===== src/rtl/valve_seq_pkg.sv =====
`default_nettype none
// +--------------------------------------------------------------------------+
// | Package     : valve_seq_pkg                                              |
// | Description : Shared state encoding, safe level, field positions and     |
// |               defaults for the valve step sequencer.                     |
// | Revision    : 1.0 - initial release                                      |
// +--------------------------------------------------------------------------+
package valve_seq_pkg;

    typedef enum logic [2:0] {
        ST_IDLE = 3'd0,
        ST_LOAD = 3'd1,
        ST_HOLD = 3'd2,
        ST_NEXT = 3'd3,
        ST_DONE = 3'd4
    } seq_state_t;

    // Level driven whenever playback is aborted.
    localparam logic SAFE_LEVEL = 1'b0;

    localparam int DEF_HOLD_W   = 16;
    localparam int DEF_TICK_DIV = 100000;

    // The valve level sits just above the hold-tick field in a table word.
    function automatic int level_bit(input int hold_w);
        return hold_w;
    endfunction

endpackage
`default_nettype wire


===== src/rtl/valve_step_sequencer_tick_prescaler.sv =====
`default_nettype none
// +--------------------------------------------------------------------------+
// | Module      : tick_prescaler                                             |
// | Description : Divides enabled clk cycles into a one-cycle tick pulse     |
// |               every TICK_DIV enabled cycles.                             |
// | Revision    : 1.0 - initial release                                      |
// +--------------------------------------------------------------------------+
module tick_prescaler
    import valve_seq_pkg::*;
#(
    parameter int TICK_DIV = DEF_TICK_DIV
) (
    input  logic clk,
    input  logic clr,
    input  logic en,
    output logic tick
);

    localparam int             CNT_W  = $clog2(TICK_DIV);
    localparam logic [CNT_W-1:0] c_last = CNT_W'(TICK_DIV - 1);
    localparam logic [CNT_W-1:0] c_one  = CNT_W'(1);

    logic [CNT_W-1:0] r_cnt;

    // Count enabled cycles 0..TICK_DIV-1, wrapping back to zero.
    always_ff @(posedge clk) begin
        if (clr) begin
            r_cnt <= '0;
        end else if (en) begin
            r_cnt <= (r_cnt == c_last) ? '0 : r_cnt + c_one;
        end
    end

    assign tick = en && (r_cnt == c_last);

endmodule
`default_nettype wire


===== src/rtl/valve_step_sequencer.sv =====
`default_nettype none
// +--------------------------------------------------------------------------+
// | Module      : valve_step_sequencer                                       |
// | Description : Plays back a programmed table of valve steps (level +      |
// |               hold time) towards the servo PWM interface.               |
// | Revision    : 1.0 - initial release                                      |
// +--------------------------------------------------------------------------+
module valve_step_sequencer
    import valve_seq_pkg::*;
#(
    parameter int DEPTH    = 16,
    parameter int ADDR_W   = 4,
    parameter int HOLD_W   = DEF_HOLD_W,
    parameter int TICK_DIV = DEF_TICK_DIV
) (
    input  logic              clk,
    input  logic              clr,
    input  logic              wr_en,
    input  logic [ADDR_W-1:0] wr_addr,
    input  logic [HOLD_W:0]   wr_data,
    input  logic [ADDR_W:0]   num_steps,
    input  logic              loop_en,
    input  logic              start,
    input  logic              abort,
    output logic              set_bit,
    output logic              delay_start,
    output logic              count_done,
    output logic              busy,
    output logic [ADDR_W-1:0] step_idx,
    output logic              seq_done
);

    localparam int                LEVEL_BIT  = level_bit(HOLD_W);
    localparam logic [ADDR_W:0]   c_depth    = (ADDR_W+1)'(DEPTH);
    localparam logic [ADDR_W:0]   c_n_one    = (ADDR_W+1)'(1);
    localparam logic [ADDR_W-1:0] c_step_one = ADDR_W'(1);
    localparam logic [HOLD_W-1:0] c_hold_one = HOLD_W'(1);

    seq_state_t        r_state, w_state_nxt;
    logic [HOLD_W:0]   r_table [DEPTH];
    logic [ADDR_W:0]   r_n, w_n_nxt;
    logic [HOLD_W-1:0] r_remaining, w_rem_nxt;
    logic [ADDR_W-1:0] r_step_idx, w_step_nxt;
    logic              r_set_bit, w_set_bit_nxt;
    logic              r_delay_start, r_count_done, r_busy, r_seq_done;

    logic [HOLD_W:0]   w_entry;
    logic [ADDR_W:0]   w_last_idx;
    logic              w_wr_ok;
    logic              w_tick;

    assign w_entry    = r_table[r_step_idx];
    assign w_last_idx = r_n - c_n_one;
    assign w_wr_ok    = wr_en && !clr && !abort && (r_state == ST_IDLE) &&
                        ({1'b0, wr_addr} < c_depth);

    // Prescaler restarts at the top of every step and only runs during HOLD.
    tick_prescaler #(
        .TICK_DIV (TICK_DIV)
    ) u_tick_prescaler (
        .clk  (clk),
        .clr  (clr || (r_state == ST_LOAD)),
        .en   (r_state == ST_HOLD),
        .tick (w_tick)
    );

    // Step table: plain storage, deliberately untouched by reset.
    always_ff @(posedge clk) begin
        if (w_wr_ok) begin
            r_table[wr_addr] <= wr_data;
        end
    end

    // Next-state and next-output decode; abort overrides every state.
    always_comb begin
        w_state_nxt   = r_state;
        w_n_nxt       = r_n;
        w_rem_nxt     = r_remaining;
        w_step_nxt    = r_step_idx;
        w_set_bit_nxt = r_set_bit;
        if (abort) begin
            w_state_nxt   = ST_IDLE;
            w_set_bit_nxt = SAFE_LEVEL;
            w_step_nxt    = '0;
        end else begin
            case (r_state)
                ST_IDLE: begin
                    if (start) begin
                        if (num_steps == '0) begin
                            w_state_nxt = ST_DONE;
                        end else begin
                            w_n_nxt     = (num_steps > c_depth) ? c_depth : num_steps;
                            w_step_nxt  = '0;
                            w_state_nxt = ST_LOAD;
                        end
                    end
                end
                ST_LOAD: begin
                    w_set_bit_nxt = w_entry[LEVEL_BIT];
                    w_rem_nxt     = w_entry[HOLD_W-1:0];
                    w_state_nxt   = ST_HOLD;
                end
                ST_HOLD: begin
                    // Leaving on the tick that would bring remaining to zero
                    // makes a hold of H last exactly H*TICK_DIV cycles.
                    if (w_tick && (r_remaining != '0)) begin
                        w_rem_nxt = r_remaining - c_hold_one;
                    end
                    if ((r_remaining == '0) || (w_tick && (r_remaining == c_hold_one))) begin
                        w_state_nxt = ST_NEXT;
                    end
                end
                ST_NEXT: begin
                    if ({1'b0, r_step_idx} == w_last_idx) begin
                        if (loop_en) begin
                            w_step_nxt  = '0;
                            w_state_nxt = ST_LOAD;
                        end else begin
                            w_state_nxt = ST_DONE;
                        end
                    end else begin
                        w_step_nxt  = r_step_idx + c_step_one;
                        w_state_nxt = ST_LOAD;
                    end
                end
                ST_DONE: begin
                    w_state_nxt = ST_IDLE;
                end
                default: begin
                    w_state_nxt = ST_IDLE;
                end
            endcase
        end
    end

    // State, datapath and registered outputs; outputs track the next state.
    always_ff @(posedge clk) begin
        if (clr) begin
            r_state       <= ST_IDLE;
            r_n           <= '0;
            r_remaining   <= '0;
            r_step_idx    <= '0;
            r_set_bit     <= 1'b0;
            r_delay_start <= 1'b0;
            r_count_done  <= 1'b0;
            r_busy        <= 1'b0;
            r_seq_done    <= 1'b0;
        end else begin
            r_state       <= w_state_nxt;
            r_n           <= w_n_nxt;
            r_remaining   <= w_rem_nxt;
            r_step_idx    <= w_step_nxt;
            r_set_bit     <= w_set_bit_nxt;
            r_delay_start <= (w_state_nxt == ST_HOLD);
            r_count_done  <= (w_state_nxt == ST_NEXT);
            r_busy        <= (w_state_nxt != ST_IDLE);
            r_seq_done    <= (w_state_nxt == ST_DONE);
        end
    end

    assign set_bit     = r_set_bit;
    assign delay_start = r_delay_start;
    assign count_done  = r_count_done;
    assign busy        = r_busy;
    assign step_idx    = r_step_idx;
    assign seq_done    = r_seq_done;

endmodule
`default_nettype wire

===== config.mk =====
export PLATFORM = sky130hd
export DESIGN_NAME = valve_step_sequencer
export DESIGN_NICKNAME = d
export VERILOG_FILES = /design/src/rtl/valve_seq_pkg.sv /design/src/rtl/valve_step_sequencer_tick_prescaler.sv /design/src/rtl/valve_step_sequencer.sv
export SDC_FILE = /design/constraint.sdc
export NUM_CORES = 1
export LEC_CHECK = 0
export BUFFER_PORTS_ARGS = -buffer_cell sky130_fd_sc_hd__buf_4
export CAP_MARGIN = 30
export CORE_MARGIN = 2
export CORE_UTILIZATION = 60
export CTS_BUF_LIST = sky130_fd_sc_hd__clkbuf_2
export DETAILED_ROUTE_END_ITERATION = 6
export PLACE_DENSITY = 0.77
export SYNTH_ARGS = -nofsm -noshare
export SYNTH_HDL_FRONTEND = slang
export SYNTH_SLANG_ARGS = --single-unit

===== constraint.sdc =====
create_clock -name clk -period 4.1 [get_ports clk]
set_clock_uncertainty 0.1 [all_clocks]
set_input_delay 0.205 -clock clk [delete_from_list [all_inputs] [get_ports clk]]
set_output_delay 0.205 -clock clk [all_outputs]
set_load 0.005 [all_outputs]

# Word level (Yosys, flattened, before mapping)
# Memories as Yosys holds them, arrays and structs flattened. A register that Yosys moved wholly into a read port is not among the register bits.
# Cells that the tools add are included.
[word_totals]
reg_bits = 50
ram_bits = 272
n_memories = 1
wordCells = 72
[memory_table]
columns = ["name", "words", "width", "read_ports", "rd_clocked_by_memory_dff", "write_ports", "line", "rtl"]
rows = [
  ["r_table", 16, 17, 1, 1, 1, "valve_step_sequencer.sv:40", "logic [HOLD_W:0] r_table [DEPTH];"],
]
[op_classes]
add_sub_neg = 4
bitwise = 2
eq_ne = 13
muxes = 20
reduce_logical = 21
order_cmp = 1
[ops]
columns = ["op", "n"]
rows = [
  ["$pmux 16 s2", 1],
  ["$mux 4", 6],
  ["$mux 3", 6],
  ["$add 17x1->17 const B", 1],
  ["$eq 17x17->1 const B", 1],
  ["$mux 17", 1],
  ["$eq 16x1->1 const B", 1],
  ["$logic_not 16->1", 1],
  ["$mux 16", 1],
  ["$reduce_bool 16->1", 1],
  ["$sub 16x1->16 const B", 1],
  ["$eq 3x2->1 const B", 4],
  ["$pmux 3 s4", 1],
  ["$pmux 4 s2", 1],
  ["$reduce_and 4->1", 2],
  ["$logic_and 1x1->1", 6],
  ["$ne 2x2->1 const B", 3],
  ["$eq 4x5->1", 1],
  ["$gt 5x5->1 const B", 1],
  ["$logic_not 5->1", 1],
  ["$mux 5", 1],
  ["$sub 5x1->5 const B", 1],
  ["$add 4x1->4 const B", 1],
  ["$reduce_bool 2->1", 2],
  ["other kinds (11)", 15],
]

# Longest topological paths before layout
# Gate-level depths: netlist of the first run.
[logic_depth]
ltp_word = 8
ltp_mapped = 11

# By module
# Synthesis of the first run repeated with hierarchy kept, for this count alone.
[hier_totals]
hier_cells = 769
area_unflattened_um2 = 13188.9
[modules_own_cells]
columns = ["module", "seq_area_each_um2", "n_inst", "cells_per_inst", "area_each_um2"]
rows = [
  ["valve_step_sequencer", 8908.5, 1, 680, 12363.1],
  ["tick_prescaler", 340.3, 1, 89, 825.8],
]

# Worst setup path before layout of the first run
# No wires, ideal clock.
[synth_timing]
path_kind = "reg2reg"
from = "register r_state[2]"
to = "memory r_table[0][0] (netlist name) (enable)"
path_stages_with_launch = 5
setup_ps = 413
path_buffers = 0
t_arrival_ps = 2408
setup_slack_ps = 1179
synth_period_minus_slack_ps = 2921
path_cell_list = "dfxtp_1 nor3_1 nand3_1 or3_1 nor3_1"
[synth_via]
elab_chain_len = 4
[synth_rtl]
columns = ["item", "line", "rtl"]
rows = [
  ["start: declaration", "valve_step_sequencer.sv:39", "seq_state_t r_state, w_state_nxt;"],
  ["start signal: assignment", "valve_step_sequencer.sv:149", "r_state <= w_state_nxt;"],
  ["$logic_not 3->1", "valve_step_sequencer.sv:54", "assign w_wr_ok = wr_en && !clr && !abort && (r_state == ST_IDLE) &&"],
  ["$logic_and 1x1->1", "valve_step_sequencer.sv:54", ""],
  ["$mux 1", "valve_step_sequencer.sv:69", "if (w_wr_ok) begin"],
  ["$mux 1 (not written as such)", "valve_step_sequencer.sv:70", "r_table[wr_addr] <= wr_data;"],
  ["end: declaration", "valve_step_sequencer.sv:40", ""],
]
# No other way between the ends.

# Worst setup path in the final report of the first run
[layout_timing]
from = "register r_state[2]"
to = "memory r_table[9][13] (netlist name) (enable)"
# The elaborated chain is that of the path after synthesis.

==> impl_metrics.toml, run 1 <==
[run_status]
status = "finished, final reports clean"

[detailed_routing]
dr.pass1.iters = 7
first_iter_violations = 709
vias = 7819
viasPerCell = 6.17
wl_per_cell_um = 23.3
wl_mm = 29.5
ant_nets = 0
route.detailed.drc = 0

[logic_synthesis]
ys_seq_elements = 326
postSynth.asyncResetShare_pct = 0
syn_inst = 778
synthAdderAreaFrac_pct = 0.478
syn_avg_cell_area_um2 = 16.8
synth_area_um2 = 13100
yosysWarnings = 0
synth_flop_cell = "edfxtp_1"
synth_top_family_by_area = "multiplexers"
synth_xor_area_share_pct = 1.67
synth-edff-count = 272
yosysUniqueCellTypes = 58
syn_nets = 815
synth_compound_area_share_pct = 3.89
ys_seq_area_share_pct = 70.7
synthMuxAreaShare_pct = 13.7
synth_simple_gate_area_share_pct = 7.90

[placed_design]
gp_congestion = 0.850
dp.cells = 1081
dpl.hpwl_mm = 18.5
port_buffers = 40
dp_slack_ps = 1250

[floorplan]
fp.dieW_um = 152
die_h_um = 152
io_pins = 41
die_area_um2 = 23000
core-area_um2 = 21600
start_util_pct = 60.5
fp-row-count = 54

[cells_and_area]
areaGrowthSynthToFinish_pct = 14.4
drive_gt1_share_pct = 28.7
fin_util_pct = 69.2
regArea_um2 = 9250
final_nets = 962
final_common_cell = "edfxtp_1"
multiInputGateArea_um2 = 3680
nFillCells = 1423
fin_cells = 1268
layout_common_cells = "edfxtp_1, clkbuf_2, mux4_2"

[sta]
max_freq_mhz = 307
setup_viol = 0
worstMarginPinSlew_ps = 1090
min_period_ps = 3260
slew_headroom_pct = 27.5
maxSlewViolCount = 0
timing.final.crit_share_pct = 79.5
fin_setup_tns_ps = 0
hold_viol = 0
rsz0062_at_grt = "false"
fin_ws_ps = 840

[flow_run]
drv_cap = 0

[power]
pwr-share-clk_pct = 34.4
switching_share_pct = 24.0
internal_power_uw = 4500
pwr-share-seq_pct = 61.1
cellPowerDensity_nw_per_um2 = 396
power.leakage_uw = 0.00500
ir_worst_vdd_mv = 0.237
comb_power_share_pct = 4.5
switchingPower_uw = 1420
p_total_uw = 5920

[worst_setup_path]
arrival_ps = 3620
path_max_fanout = 17
cp.required_ps = 4460
criticalPathCategory = "reg -> reg"
critPathCaptureType = "register"
r2r_start = "r_state[2]$_SDFF_PP0_"
startpoint = "r_state[2]$_SDFF_PP0_"
cp-start-kind = "register"

[global_route]
groute.usage.overall_pct = 26.8
overflow = 0
antenna_found_initial = 2
grt_pass1_wl_mm = 44.8
first_global_vias = 8004
grt_max_degree = 40

[clock_network]
cts_tree = "built"
ctsHoldBuffers = 41
cts_made_buffers = 78
cts-resized-gates = 0
cts.path.max_buffers = 3
cts_sinks = 326
clk_latency_ps = 870
post_cts_buffers = 0
htreeDepth = 3
clk_pin_slew_worst_paths_ps = 120
cts_root_buf = "clkbuf_2"

[hold_path]
min-delay-path-class = "in -> reg"
holdCritStartpoint = "wr_en"
[metrics by stage]
step	hold WS, ps	area (um2)
floorplan	184	13100
global placement	315	13800
detailed placement	322	13800
CTS	35.1	14900
global route	10.2	15000
finish	34.4	15000
[cells by family (layout without fill, tap and decap cells)]
family,after synthesis,after routing
flops,326,326
simple gates,204,204
mux,92,92
compound gates,80,80
buf+inv,46,254
xor+xnor,25,25
fa+ha+maj,5,5
other cells,0,2
[power by group through the flow]
stage	registers [uW]	logic, uW	clock network (uW)
after global routing	3620	290	2240
after detailed placement	3690	238	0
final	3620	268	2040
after CTS	3620	266	2080
after floorplan	3680	135	0
after global placement	3690	228	0
[synthesized netlist by cell type (4+ instances only)]
cell type	number	area, um2
and3_1	5	31.3
dfxtp_1	54	1080
nand4_1	6	37.5
o21ai_0	12	60.1
nor2b_1	5	31.3
edfxtp_1	272	8170
buf_2	12	60.1
a221oi_1	4	35.0
inv_1	9	33.8
o22ai_1	5	31.3
nor2_1	67	251
or4_1	4	30.0
a21oi_1	23	115
ha_1	5	62.6
xnor2_1	10	87.6
a211oi_1	4	30.0
nor4_1	6	37.5
mux2i_1	21	210
or3_1	6	37.5
nor3_1	24	120
nand2_1	30	113
xor2_1	15	131
mux4_2	70	1580
nand3_1	20	100
a31oi_1	9	56.3
clkbuf_1	21	78.8
nand3b_1	5	37.5
nand2b_1	9	56.3
[critical path, stage by stage (launching register included)]
cell	delay (ps)
dfxtp_1	380
nor3_1	530
nand3_1	190
nor2_1	120
nand2_1	90
dlygate4sd3_1	630
nor2_2	860
[sequential cells by signal, summed over array words and instances, names as in the netlist, named ones only]
| signal | cells |
|---|---|
| seq_done | 1 |
| step_idx | 4 |
| delay_start | 1 |
| r_state | 3 |
| u_tick_prescaler.r_cnt | 17 |
| r_remaining | 16 |
| r_n | 5 |
| busy | 1 |
| count_done | 1 |
| set_bit | 1 |
| r_table | 272 |
[worst paths after layout]
kind	slack (ps)	to	depth (start not counted)
hold / removal	30	r_table[15][8]$_DFFE_PP_	4
hold reg to reg	390	r_remaining[14]$_SDFFE_PP0P_	2
setup / recovery	840	r_table[9][13]$_DFFE_PP_	6
setup reg to reg	840	r_table[9][13]$_DFFE_PP_	6
[layer usage]
layer  wire, um  global-route usage [%]  vias up  share of wire, %
met3       2510                    6.89       57               8.5
met5          0                       0        -                 0
met1      11600                    35.3     3927                39
li1           -                       -     3430                 -
met2      14800                    44.4      405                50
met4        598                    8.66        0               2.0
[area by class of cell]
cell class              instances  share of cell area, %
flip-flops and latches        326                   61.8
clock buffers                 109                   3.65
inverters                       9                  0.226
clock inverters                32                   1.05
repair buffers                104                   6.30
multi-input cells             406                   24.6
well taps                     280                   2.34
diodes                          2                 0.0334
(Power assumes the default switching activity.)
==> run 2, diff against run 1 <==
==> constraint.sdc (replaced) <==
create_clock -name clk -period 3.14 [get_ports clk]
set_clock_uncertainty 0.1 [all_clocks]
set_input_delay 0.157 -clock clk [delete_from_list [all_inputs] [get_ports clk]]
set_output_delay 0.157 -clock clk [all_outputs]
set_load 0.005 [all_outputs]
==> impl_metrics.toml, run 2 (synthesized netlist as in run 1, its figures left out) <==
[sta]
min_period_ps = 2980
worstMarginPinSlew_ps = 673
fin_ws_ps = 163
rsz0062_at_grt = "false"
setup_viol = 0
hold_viol = 0
timing.final.crit_share_pct = 94.8
whs_ps = 90.4
max_freq_mhz = 336
slew_headroom_pct = 55.1
maxSlewViolCount = 0
fin_setup_tns_ps = 0

[clock_network]
clk_latency_ps = 880
cts_tree = "built"
cts_made_buffers = 78
clk_pin_slew_worst_paths_ps = 110
cts.path.max_buffers = 3
cts_sinks = 326
htreeDepth = 3
cts_root_buf = "clkbuf_2"

[worst_setup_path]
cp_cell_sequence = "or4b_1 > a21oi_1 > nor2b_1 > nor2_1 > a31oi_1 > dlygate4sd3_1 > nor2_1"
cp.required_ps = 3770
slowest_stage = "nor2b_1"
criticalPathCategory = "reg -> reg"
r2r_start = "r_state[2]$_SDFF_PP0_"
cp-start-kind = "register"
path_max_fanout = 9
arrival_ps = 3610
cpMostUsedCell = "nor2_1"
r2r.worst_path.cells = 7
startpoint = "r_state[2]$_SDFF_PP0_"
cp_slowest_stage_delay_ps = 580
critPathCaptureType = "register"

[cells_and_area]
fin_cells = 1308
final_common_cell = "edfxtp_1"
drive_gt1_share_pct = 28.9
fin_util_pct = 71.0
layout_common_cells = "edfxtp_1, clkbuf_2, buf_4"
nFillCells = 1405
largest_register_ffs = 272
final_nets = 1005
multiInputGateArea_um2 = 3680
largest-register = "r_table"
regArea_um2 = 9250
areaGrowthSynthToFinish_pct = 17.4
reg_top3 = "r_table x272, u_tick_prescaler.r_cnt x17, r_remaining x16"

[detailed_routing]
wl_per_cell_um = 22.7
vias = 7910
route.detailed.drc = 0
dr.pass1.iters = 5
viasPerCell = 6.05
ant_nets = 0
first_iter_violations = 968
wl_mm = 29.6

[power]
ir_worst_vdd_mv = 0.467
power.leakage_uw = 0.00517
switchingPower_uw = 1860
internal_power_uw = 5910
pwr-share-clk_pct = 34.3
switching_share_pct = 23.9
comb_power_share_pct = 5.0
pwr-share-seq_pct = 60.7
cellPowerDensity_nw_per_um2 = 506

[hold_path]
hold_depth = 2
holdCritStartpoint = "wr_data[14]"
min-delay-path-class = "in -> reg"

[global_route]
grt_max_degree = 29
overflow = 0
groute.usage.overall_pct = 26.4
antenna_found_initial = 1
first_global_vias = 8192
grt_pass1_wl_mm = 44.2

[placed_design]
port_buffers = 40
dpl.hpwl_mm = 17.9
dp_slack_ps = 388
gp_congestion = 0.884
dp.cells = 1097

[floorplan]
fp-row-count = 54
die_h_um = 152
core-area_um2 = 21600
die_area_um2 = 23000
io_pins = 41
fp.dieW_um = 152
start_util_pct = 60.5

[run_status]
status = "finished, final reports clean"

[flow_run]
drv_cap = 0
## run 2: cell type report
type                            count  area share [%]
Clock buffer                      110            3.59
Sequential cell                   326            60.3
Multi-Input combinational cell    406            24.0
Tap cell                          280            2.28
Inverter                            9           0.220
Timing Repair Buffer              147            8.66
Antenna cell                        1          0.0163
Clock inverter                     29           0.978
## run 2: worst max-delay path, delay by kind of cell (launching register included)
kind	cells	cell delay (ps)
compound gates	2	500
buf+inv	1	570
flops	1	390
simple gates	4	1310
## run 2: power by group through the flow
stage               Clock, uW  Combinational [uW]  Sequential, uW
finish                   2670                 387            4720
floorplan                   0                 177            4810
CTS                      2730                 374            4720
global route             2910                 417            4720
detailed placement          0                 308            4820
global placement            0                 294            4820
## run 2: worst paths after layout
| path | to | slack, ps |
|---|---|---|
| setup reg to reg | r_n[0]$_SDFFE_PP0P_ | 160 |
| hold / removal | r_table[12][14]$_DFFE_PP_ | 90 |
| hold reg to reg | r_remaining[14]$_SDFFE_PP0P_ | 390 |
| setup / recovery | r_n[0]$_SDFFE_PP0P_ | 160 |
## run 2: layer usage
| layer | GRT usage, % | share of wire [%] |
|---|---|---|
| met5 | 0 | 0 |
| met4 | 11.6 | 3.2 |
| met3 | 6.77 | 8.0 |
| met2 | 43.3 | 49 |
| met1 | 33.9 | 39 |
## run 2: what timing repair did
| action | 4_1_cts | 5_1_grt |
|---|---|---|
| setup endpoints to repair | 0 | 5 |
| hold buffers | 70 | 0 |
| buffers inserted | 0 | 1 |
| hold endpoints to repair | 534 | 0 |
| gates resized for setup | 0 | 1 |
## run 2: through the flow
stage / area [um2] / power (uW)
floorplan: 13100 / 4990
global placement: 13900 / 5110
detailed placement: 13900 / 5130
CTS: 15300 / 7820
global route: 15400 / 8050
finish: 15400 / 7770
==> run 3, diff against run 2 <==
--- a/config.mk
+++ b/config.mk
@@ -12,6 +12,7 @@
 export CTS_BUF_LIST = sky130_fd_sc_hd__clkbuf_2
 export DETAILED_ROUTE_END_ITERATION = 6
 export PLACE_DENSITY = 0.77
+export SETUP_SLACK_MARGIN = 0.2
 export SYNTH_ARGS = -nofsm -noshare
 export SYNTH_HDL_FRONTEND = slang
 export SYNTH_SLANG_ARGS = --single-unit
==> impl_metrics.toml, run 3 (synthesized netlist as in run 1, its figures left out) <==
[hold_path]
hold_depth = 2
min_to = "r_table[2][14]$_DFFE_PP_"
holdCritStartpoint = "wr_data[14]"
min-delay-path-class = "in -> reg"

[global_route]
first_global_vias = 8208
grt_max_degree = 29
top_usage_layer = "met2"
overflow = 0
met3_usage_pct = 6.95
grt_use_met1_pct = 33.7
groute.usage.overall_pct = 26.4
grt_pass1_wl_mm = 44.0
antenna_found_initial = 1
grt_use_met2_pct = 42.9

[sta]
max_freq_mhz = 357
fin_ws_ps = 337
maxSlewViolCount = 0
slew_headroom_pct = 55.5
min_period_ps = 2800
hold_viol = 0
whs_ps = 82.9
worstMarginPinSlew_ps = 667
rsz0062_at_grt = "false"
fin_setup_tns_ps = 0
setup_viol = 0
timing.final.crit_share_pct = 89.3

[clock_network]
cts.path.max_buffers = 3
cts_root_buf = "clkbuf_2"
post_cts_buffers = 0
clk_pin_slew_worst_paths_ps = 110
cts_made_buffers = 78
cts_sinks = 326
htreeDepth = 3
clk_latency_ps = 890
cts_tree = "built"

[placed_design]
dp_slack_ps = 388
port_buffers = 40
gp_congestion = 0.884
dpl.hpwl_mm = 17.9

[worst_setup_path]
cp_cell_sequence = "nor3_2 > and3_1 > nand3b_1 > nor3_2 > dlygate4sd3_1 > buf_4"
critPathCaptureType = "register"
r2r_end = "r_table[4][13]$_DFFE_PP_"
arrival_ps = 3210
path_max_fanout = 12
cpMostUsedCell = "nor3_2"
r2r_slack_ps = 340
r2r.worst_path.cells = 6
slowest_stage = "dlygate4sd3_1"
cp-start-kind = "register"
criticalPathCategory = "reg -> reg"
r2r_start = "r_state[2]$_SDFF_PP0_"
cp.required_ps = 3550
cp_slowest_stage_delay_ps = 610

[detailed_routing]
wl_per_cell_um = 22.6
dr.pass1.iters = 7
ant_nets = 0
first_iter_violations = 870
vias = 7925
viasPerCell = 6.07
route.detailed.drc = 0
wl_mm = 29.5

[power]
internal_power_uw = 5910
pwr-share-seq_pct = 60.7
power.leakage_uw = 0.00516
p_total_uw = 7770
switching_share_pct = 24.0
pwr-share-clk_pct = 34.3
switchingPower_uw = 1860
ir_worst_vdd_mv = 0.469
cellPowerDensity_nw_per_um2 = 507
comb_power_share_pct = 4.9

[cells_and_area]
layout_common_cells = "edfxtp_1, clkbuf_2, buf_4"
areaGrowthSynthToFinish_pct = 17.1
largest_register_ffs = 272
reg_top3 = "r_table x272, u_tick_prescaler.r_cnt x17, r_remaining x16"
largest-register = "r_table"
final_nets = 1002
drive_gt1_share_pct = 29.1
fin_util_pct = 70.9
final_common_cell = "edfxtp_1"

[floorplan]
die_h_um = 152
core-area_um2 = 21600
die_area_um2 = 23000
io_pins = 41
fp-row-count = 54
start_util_pct = 60.5
fp.dieW_um = 152

[flow_run]
drv_cap = 0

[run_status]
status = "finished, final reports clean"
## run 3: worst max-delay path by stage
| stage | start | cells after the start | to | slack (ps) |
|---|---|---|---|---|
| 2_1_floorplan | r_state[2]$_SDFF_PP0_ | 4 | r_table[0][0]$_DFFE_PP_ | 220 |
| 3_3_place_gp | u_tick_prescaler.r_cnt[6]$_SDFFE_PP0P_ | 6 | r_remaining[3]$_SDFFE_PP0P_ | 450 |
| 3_5_place_dp | clr | 6 | r_table[13][10]$_DFFE_PP_ | 390 |
| 4_1_cts | r_state[2]$_SDFF_PP0_ | 6 | r_table[4][13]$_DFFE_PP_ | 240 |
| 5_1_grt | r_state[2]$_SDFF_PP0_ | 6 | r_table[4][13]$_DFFE_PP_ | 230 |
| 6_report | r_state[2]$_SDFF_PP0_ | 6 | r_table[4][13]$_DFFE_PP_ | 340 |
## run 3: power by group through the flow
stage / clock (uW) / combinational (uW) / sequential [uW]
after CTS: 2730 / 374 / 4720
after global placement: 0 / 294 / 4820
final: 2670 / 383 / 4720
after detailed placement: 0 / 308 / 4820
after floorplan: 0 / 177 / 4810
after global routing: 2910 / 412 / 4730
## run 3: cell type report
cell class                      count  area (um2)
Antenna cell                        1        2.50
Clock buffer                      110         551
Clock inverter                     29         150
Fill cell                        1408        6300
Inverter                            9        33.8
Multi-Input combinational cell    406        3690
Sequential cell                   326        9250
Tap cell                          280         350
Timing Repair Buffer              144        1290
## run 3: layer usage
metal  vias up  share of wire (%)  routed length [um]
met5         -                  0                   0
met1      3894                 39               11400
met4         0                3.5                1040
li1       3511                  -                   -
met2       427                 49               14500
met3        93                8.8                2590
## run 3: worst max-delay path, delay by kind of cell, from the launching register on
kind                   cells  cell delay [ps]
AND/OR/NAND/NOR            4             1080
flip-flops                 1              390
buffers and inverters      2              900
## run 3: stage by stage
step / std cells / area (um2)
6_report: 1305 / 15300
5_1_grt: 1305 / 15300
4_1_cts: 1304 / 15300
3_5_place_dp: 1097 / 13900
3_3_place_gp: 1097 / 13900
2_1_floorplan: 778 / 13100
## run 3: repair_timing
action                                  CTS  global route
endpoints found under the setup margin    0            18
endpoints found under the hold margin   534             0
hold buffers                             68             0
resized for setup                         0             4
